## src/rtl/fpcvt_sequencer_if.sv

```systemverilog
// fpcvt_sequencer_if: sample-in / result-out handshake bundle for the fp converter
interface fpcvt_sequencer_if;
  logic        in_valid;
  logic        in_ready;
  logic [11:0] in_data;
  logic        out_valid;
  logic        out_ready;
  logic        sign;
  logic [2:0]  exp_out;
  logic [3:0]  sig_out;
  modport master (
    output in_valid, in_data, out_ready,
    input  in_ready, out_valid, sign, exp_out, sig_out
  );
  modport slave (
    input  in_valid, in_data, out_ready,
    output in_ready, out_valid, sign, exp_out, sig_out
  );
endinterface

```

## src/rtl/fpcvt_sequencer.sv

```systemverilog
// fpcvt_sequencer: multi-cycle 12b two's-complement to 8b float (sign, 3b exp, 4b sig) converter
module fpcvt_sequencer #(
  parameter bit ROUND_EN = 1'b1
) (
  input  logic              clk,
  input  logic              rst,
  fpcvt_sequencer_if.slave  bus,
  output logic              busy_o
);
  typedef enum logic [2:0] {IDLE, ABS, NORM, ROUND, DONE} state_t;
  state_t      state_q;
  logic [11:0] mag_q;
  logic [2:0]  cnt_q;
  logic        in_ready_q;
  logic        out_valid_q;
  logic        busy_q;
  logic        sign_q;
  logic [2:0]  exp_q;
  logic [3:0]  sig_q;
  logic [4:0]  s5;
  assign s5 = {1'b0, mag_q[10:7]} + {4'd0, ROUND_EN & mag_q[6]};
  assign bus.in_ready  = in_ready_q;
  assign bus.out_valid = out_valid_q;
  assign bus.sign      = sign_q;
  assign bus.exp_out   = exp_q;
  assign bus.sig_out   = sig_q;
  assign busy_o        = busy_q;
  always_ff @(posedge clk or posedge rst) begin
    if (rst) begin
      state_q     <= IDLE;
      mag_q       <= 12'd0;
      cnt_q       <= 3'd7;
      in_ready_q  <= 1'b1;
      out_valid_q <= 1'b0;
      busy_q      <= 1'b0;
      sign_q      <= 1'b0;
      exp_q       <= 3'd0;
      sig_q       <= 4'd0;
    end else begin
      case (state_q)
        IDLE: if (bus.in_valid) begin
          mag_q      <= bus.in_data;
          sign_q     <= bus.in_data[11];
          in_ready_q <= 1'b0;
          busy_q     <= 1'b1;
          state_q    <= ABS;
        end
        ABS: begin
          mag_q   <= !sign_q ? mag_q : mag_q == 12'h800 ? 12'h7FF : -mag_q;
          cnt_q   <= 3'd7;
          state_q <= NORM;
        end
        NORM: if (mag_q[10] || cnt_q == 3'd0) state_q <= ROUND;
        else begin
          mag_q <= mag_q << 1;
          cnt_q <= cnt_q - 3'd1;
        end
        ROUND: begin
          sig_q       <= !s5[4] ? s5[3:0] : cnt_q != 3'd7 ? 4'd8 : 4'd15;
          exp_q       <= !s5[4] || cnt_q == 3'd7 ? cnt_q : cnt_q + 3'd1;
          out_valid_q <= 1'b1;
          state_q     <= DONE;
        end
        DONE: if (bus.out_ready) begin
          out_valid_q <= 1'b0;
          in_ready_q  <= 1'b1;
          busy_q      <= 1'b0;
          state_q     <= IDLE;
        end
        default: state_q <= IDLE;
      endcase
    end
  end
endmodule

```

## src/flat_wrapper.sv

```systemverilog
// flat-port wrapper written by rule: the top's interface ports become plain ports
module fpcvt_sequencer_flat 
#(
  parameter bit ROUND_EN = 1'b1
)
  (clk, rst, busy_o, bus_in_valid, bus_in_data, bus_out_ready, bus_in_ready, bus_out_valid, bus_sign, bus_exp_out, bus_sig_out);
  fpcvt_sequencer_if bus_i ();
  input  logic clk;
  input  logic rst;
  output logic busy_o;
  input wire logic [$bits(bus_i.in_valid)-1:0] bus_in_valid;
  input wire logic [$bits(bus_i.in_data)-1:0] bus_in_data;
  input wire logic [$bits(bus_i.out_ready)-1:0] bus_out_ready;
  output wire logic [$bits(bus_i.in_ready)-1:0] bus_in_ready;
  output wire logic [$bits(bus_i.out_valid)-1:0] bus_out_valid;
  output wire logic [$bits(bus_i.sign)-1:0] bus_sign;
  output wire logic [$bits(bus_i.exp_out)-1:0] bus_exp_out;
  output wire logic [$bits(bus_i.sig_out)-1:0] bus_sig_out;
  assign bus_i.in_valid = bus_in_valid;
  assign bus_i.in_data = bus_in_data;
  assign bus_i.out_ready = bus_out_ready;
  assign bus_in_ready = bus_i.in_ready;
  assign bus_out_valid = bus_i.out_valid;
  assign bus_sign = bus_i.sign;
  assign bus_exp_out = bus_i.exp_out;
  assign bus_sig_out = bus_i.sig_out;
  fpcvt_sequencer #(.ROUND_EN(ROUND_EN)) u_core (.clk(clk), .rst(rst), .bus(bus_i), .busy_o(busy_o));
endmodule
```

## config.mk

```make
export PLATFORM = sky130hd
export DESIGN_NAME = fpcvt_sequencer_flat
export DESIGN_NICKNAME = d
export VERILOG_FILES = /design/src/rtl/fpcvt_sequencer_if.sv /design/src/rtl/fpcvt_sequencer.sv /design/src/flat_wrapper.sv
export SDC_FILE = /design/constraint.sdc
export NUM_CORES = 1
export LEC_CHECK = 0
export ABC_AREA = 1
export CAP_MARGIN = 5
export CORE_ASPECT_RATIO = 1.25
export CORE_MARGIN = 3
export CORE_UTILIZATION = 60
export CTS_BUF_LIST = sky130_fd_sc_hd__clkbuf_8
export CTS_CLUSTER_SIZE = 10
export DETAILED_ROUTE_END_ITERATION = 6
export GPL_TIMING_DRIVEN = 0
export PLACE_DENSITY = 0.86
export SLEW_MARGIN = 10
export SYNTH_ARGS = -nofsm -noshare
export SYNTH_HDL_FRONTEND = slang
export SYNTH_SLANG_ARGS = --single-unit
```

## constraint.sdc

```tcl
create_clock -name clk -period 4.1 [get_ports clk]
set_clock_uncertainty 0.1 [all_clocks]
set_input_delay 1.025 -clock clk [delete_from_list [all_inputs] [get_ports clk]]
set_output_delay 1.025 -clock clk [all_outputs]
set_load 0.02 [all_outputs]
```

==> impl_metrics.yaml, run 1 <==
status:
  status: "finished, final reports clean"
global_routing:
  grt_max_degree: 30
  track_usage_pct: 23.7
  overflow: 0
  antenna_found_initial: 0
  grt_pass1_wl_um: 7420
  grt_pass1_vias: 1715
detailed_routing:
  vias: 1801
  drtIter0Drc: 74
  routed_wl_um: 4460
  route.detailed.drc: 0
  wl_per_cell_um: 13.1
  firstDrtPassIters: 4
  drt-vias-per-instance: 5.30
  ant_nets: 0
worst_setup_path:
  crit_family: "buffers and inverters"
  max_stage_delay_ns: 0.60
  critPathMaxFanout: 2
  cp.arrival_ns: 1.40
  worstPathCellList: "clkdlybuf4s50_1"
  endpoint_kind: "primary output"
  crit_required_ns: 2.97
  worstRegToRegCells: 9
  slowest_stage: "clkdlybuf4s50_1"
  crit_type: "register to primary output"
  critical_path_depth: 1
  cp.buffers_inverters: 1
  cp-start-kind: "register"
logic_synthesis:
  synth_edf_count: 0
  netlist_area_um2: 1940
  synth.avg_cell_area_um2: 7.17
  synth_area_leader_cell: "dfrtp_1"
  yosysUniqueCellTypes: 31
  async_flop_share_pct: 100
  synth_cells: 270
  synth_top_area_share_pct: 32.3
  synth_most_common_cell: "nand2_1"
  ys_top_cells_by_area: "dfrtp_1 (32%), nand2_1 (16%), nor2_1 (6.6%), inv_1 (5.6%), dfstp_2 (5.4%)"
  ys_ff_latch: 29
  synthTopCellsByCount: "nand2_1 (83), nor2_1 (34), inv_1 (29), dfrtp_1 (25), o21ai_0 (18)"
  synth-main-ff-cell: "dfrtp_1"
  ys_seq_area_share_pct: 37.7
  syn_nets: 294
  yosysWarnings: 0
clock_tree:
  numCtsBuffers: 5
  cts_sinks: 29
  post_cts_resize_count: 0
  hold_buffers: 0
  cts_tree: "done"
  cts_max_path_buffers: 2
  cts_max_level: 2
  clkSlewWorstSetupHoldPaths_ns: 0.06
  clk_latency_ns: 0.28
  clockRootBuffer: "clkbuf_8"
  cts_setup_buffers: 0
layout:
  n_fill_cell: 243
  area_growth_pct: 20.4
  multi_input_area_um2: 1010
  drive_gt1_share_pct: 11.5
  stdcell_area_um2: 2330
  n_antenna_cell: 0
  final-seq-area_um2: 731
  nets: 327
placed_design:
  place_area_um2: 2240
  routabilityCongestion: 0.858
  io_buffers: 26
  dpl.hpwl_um: 3290
timing:
  setup-tns-final_ns: 0
  setup_viol: 0
  rsz0062_at_grt: "false"
  finalCriticalPeriod_ns: 2.53
  slew_viol_final: 0
  fmax_mhz: 395
  worstMarginPinSlew_ns: 1.09
  finalCritPeriodShare_pct: 61.7
  slew_headroom_pct: 26.9
  hold_viol_final: 0
die:
  io-pin-count: 27
  rows: 22
  dieArea_um2: 3950
  fp.coreArea_um2: 3030
  initial_core_util_pct: 64.0
  die_w_um: 56.8
  dieHeight_um: 69.5
power_and_ir_drop:
  ir_drop_v: 0.000861
  finalPower_uw: 2010
  p_leak_uw: 0.00118
  p_per_area_nw_per_um2: 860
min_path:
  hold_class: "register to register"
  whs_path_depth: 2
job:
  drv_cap: 0
==> metal layers <==
metal / GRT usage, % / part of all wire, %
met1: 28.0 / 43
met4: 10.6 / 2.6
met2: 40.4 / 51
met3: 5.59 / 3.7
met5: 0 / 0
==> power by group <==
part	switching [uW]	internal, uW
clock network	110	132
registers	143	434
logic	720	468
==> kinds of logic (layout without fill, tap and decap cells) <==
group,Yosys count,count (layout),synth area share (%)
and+or+nand+nor,153,153,35.6
DFF,29,29,37.7
xor gates and xnor gates,2,2,0.905
adders and majority gates,8,8,5.17
AOI/OAI and AO/OA,39,39,10.7
buffers and inverters,39,73,9.88
==> cells in the final DEF (no fill, tap or decap), types with 5 or more instances in the layout <==
master            n
clkdlybuf4s50_1  26
clkbuf_8          6
dfrtp_1          25
nand2_1          83
nand4_1           5
nand3_1          14
inv_1            31
ha_1              8
nor2_1           34
a21oi_1          12
o21ai_0          18
==> worst min-delay path, cell delays in order, from the launching register on <==
cell,delay [ns]
dfstp_2,0.37
nand2_1,0.05
nand2_1,0.04
==> layout make-up <==
type | instances | area share, %
plain buffers | 4 | 2.15
inverters | 35 | 6.06
repair buffers | 26 | 11.2
clock buffers | 6 | 3.54
clock inverters | 2 | 0.322
multi-input cells | 202 | 43.5
well taps | 36 | 1.93
flip-flops and latches | 29 | 31.3
==> worst paths after layout <==
path,startpoint,endpoint,slack (ns)
max,u_core.bus.in_ready$_DFFE_PP1P_,bus_in_ready,1.57
min,u_core.bus.in_ready$_DFFE_PP1P_,u_core.bus.in_ready$_DFFE_PP1P_,0.37
max reg2reg,u_core.mag_q[7]$_DFFE_PP0P_,u_core.bus.exp_out[0]$_DFFE_PP0P_,2.23
min reg2reg,u_core.bus.in_ready$_DFFE_PP1P_,u_core.bus.in_ready$_DFFE_PP1P_,0.37
max in group asynchronous,rst,u_core.mag_q[10]$_DFFE_PP0P_,2.02
min in group asynchronous,rst,u_core.mag_q[0]$_DFFE_PP0P_,1.22
==> through the flow <==
stage                     setup slack [ns]  util [%]  hold slack, ns  cells
after global placement                1.60      74.0           0.352    332
final                                 1.57      77.0           0.367    340
after floorplan                       2.23         -           0.353    270
after CTS                             1.56      77.0           0.365    340
after global routing                  1.54      77.0           0.379    340
after detailed placement              1.62      74.0           0.355    332
==> registers in the layout, indices dropped and copies added (netlist names) <==
register / count
u_core.busy_o: 1
u_core.cnt_q: 3
u_core.bus.out_valid: 1
u_core.mag_q: 12
u_core.bus.exp_out: 3
u_core.bus.in_ready: 1
u_core.bus.sig_out: 4
u_core.bus.sign: 1
u_core.state_q: 3
(Power assumes the default switching activity.)
==> run 2, diff against run 1 <==
CORE_UTILIZATION = 51   (was 60)
PLACE_DENSITY = 0.78   (was 0.86)
clock period = 2 ns   (was 4.1 ns; I/O delays follow)
==> run 2 against run 1 <==
Against the previous run:
- clock-buffer cell count decreased by 1
- via count is 0.83% higher
- sequential cell count unchanged
- global-route usage down 1.7 points
- register-to-register slack worse by 2.0 ns
- power rose by 100%
- hold slack improved by 0.0023 ns
- clock power grew 89%
- sequential power increased by 100%
- die area rose by 16%
- core utilization shrank 12 points
- critical endpoint is now bus_sign
- largest power group unchanged
==> impl_metrics.yaml, run 2 (synthesis results as in run 1) <==
status:
  status: "finished, final reports clean"
global_routing:
  grt_max_degree: 30
  grt_pass1_wl_um: 7450
  antenna_found_initial: 0
  grt_pass1_vias: 1713
  overflow: 0
  track_usage_pct: 22.0
layout:
  final_cell_mix: "nand2_1 (83), nor2_1 (33), inv_1 (31), clkdlybuf4s50_1 (25), dfrtp_1 (25)"
  final_cells: 343
  largest-register: "u_core.mag_q"
  nets: 327
  layout_commonest_cell: "nand2_1"
  n_antenna_cell: 0
  drive_gt1_share_pct: 11.5
  largest_reg_flops: 12
  area_growth_pct: 20.2
worst_setup_path:
  slowest_stage: "clkdlybuf4s50_1"
  critical_path_depth: 1
  worstPathCellList: "clkdlybuf4s50_1"
  cp.buffers_inverters: 1
  max_stage_delay_ns: 0.61
  crit_type: "register to primary output"
  cp-start-kind: "register"
  endpoint_kind: "primary output"
  r2r_slack_ns: 0.19
  critPathMaxFanout: 3
  worstRegToRegCells: 9
  crit_family: "buffers and inverters"
  cp.arrival_ns: 1.26
  crit_required_ns: 1.40
clock_tree:
  hold_buffers: 0
  clockRootBuffer: "clkbuf_8"
  post_cts_resize_count: 1
  clk_latency_ns: 0.29
  cts_max_path_buffers: 2
  cts_setup_buffers: 0
  numCtsBuffers: 5
  clkSlewWorstSetupHoldPaths_ns: 0.06
  cts_sinks: 29
  cts_tree: "done"
  cts_max_level: 2
timing:
  setup_viol: 0
  slew_viol_final: 0
  fmax_mhz: 537
  hold_viol_final: 0
  worstMarginPinSlew_ns: 1.07
  rsz0062_at_grt: "false"
  finalCritPeriodShare_pct: 93.1
  slew_headroom_pct: 28.5
  hold_slack_ns: 0.369
  finalCriticalPeriod_ns: 1.86
detailed_routing:
  met3WireLength_um: 136
  firstDrtPassIters: 4
  wl_met2_um: 2250
  wl_met1_um: 1860
  ant_nets: 0
  routed.top_layer: "met4"
  wl_per_cell_um: 12.6
  routed_wl_um: 4340
  drt-vias-per-instance: 5.29
  drtIter0Drc: 58
  vias: 1816
  route.detailed.drc: 0
placed_design:
  io_buffers: 26
  placedCellCount: 335
  routabilityCongestion: 0.971
  dpl.hpwl_um: 3210
power_and_ir_drop:
  p_leak_uw: 0.00118
  finalPower_uw: 4050
  p_per_area_nw_per_um2: 1740
  ir_drop_v: 0.00111
die:
  fp.coreArea_um2: 3570
  initial_core_util_pct: 54.2
  rows: 24
  die_w_um: 61.1
  dieArea_um2: 4580
  dieHeight_um: 74.9
  io-pin-count: 27
min_path:
  whs_path_depth: 2
  hold_class: "register to register"
job:
  drv_cap: 0
-- run 2: cell types whose count changed in the layout (fill, tap and decap cells not counted), sizes merged --
cell	previous run	this run
clkbuf	6	5
dlygate4sd2	0	1
clkdlybuf4s50	26	25
clkinv	0	1
-- run 2: through the flow --
| stage | instance area (um^2) | setup WS [ns] | utilization (%) | setup TNS, ns |
|---|---|---|---|---|
| final | 2330 | 0.138 | 65.1 | 0 |
| after CTS | 2320 | 0.126 | 65.1 | 0 |
| after global placement | 2250 | -0.000217 | 62.9 | -0.000970 |
| after floorplan | 1940 | 0.368 | - | 0 |
| after global routing | 2330 | 0.0249 | 65.1 | 0 |
| after detailed placement | 2250 | -0.0155 | 62.9 | -0.344 |
-- run 2: final timing paths --
kind,from,endpoint
min in group asynchronous,rst,u_core.mag_q[1]$_DFFE_PP0P_
setup / recovery,u_core.bus.sign$_DFFE_PP0P_,bus_sign
hold reg to reg,u_core.bus.in_ready$_DFFE_PP1P_,u_core.bus.in_ready$_DFFE_PP1P_
hold / removal,u_core.bus.in_ready$_DFFE_PP1P_,u_core.bus.in_ready$_DFFE_PP1P_
max in group asynchronous,rst,u_core.bus.sig_out[0]$_DFFE_PP0P_
setup reg to reg,u_core.cnt_q[0]$_DFFE_PP1P_,u_core.mag_q[11]$_DFFE_PP0P_
-- run 2: area by class of cell --
cell class                      count  area [um^2]
Clock inverter                      3         11.3
Fill cell                         311         1250
Clock buffer                        5         68.8
Timing Repair Buffer               26          259
Inverter                           35          141
Tap cell                           39         48.8
Sequential cell                    29          731
Buffer                              4         50.0
Multi-Input combinational cell    202         1020
-- run 2: per-layer routing --
layer  GRT usage, %  vias up
met4           11.6        0
li1               -      928
met5              0        -
met1           24.4      846
met3           5.15        8
met2           38.4       34
-- run 2: tightest hold or removal path, cell delays in order (launching register included) --
cell     delay, ns
dfstp_2       0.37
nand2_1       0.05
nand2_1       0.05
-- run 2: power breakdown --
part,total (uW),internal [uW],switching [uW]
registers,1170,889,284
logic,2420,957,1460
clock network,457,231,226
total,4050,2080,1970
==> run 3, diff against run 2 <==
CTS_CLUSTER_DIAMETER = 100   (was not set)
==> results of run 3 <==
No change in the layout: final DEF, timing and power equal those of run 2.
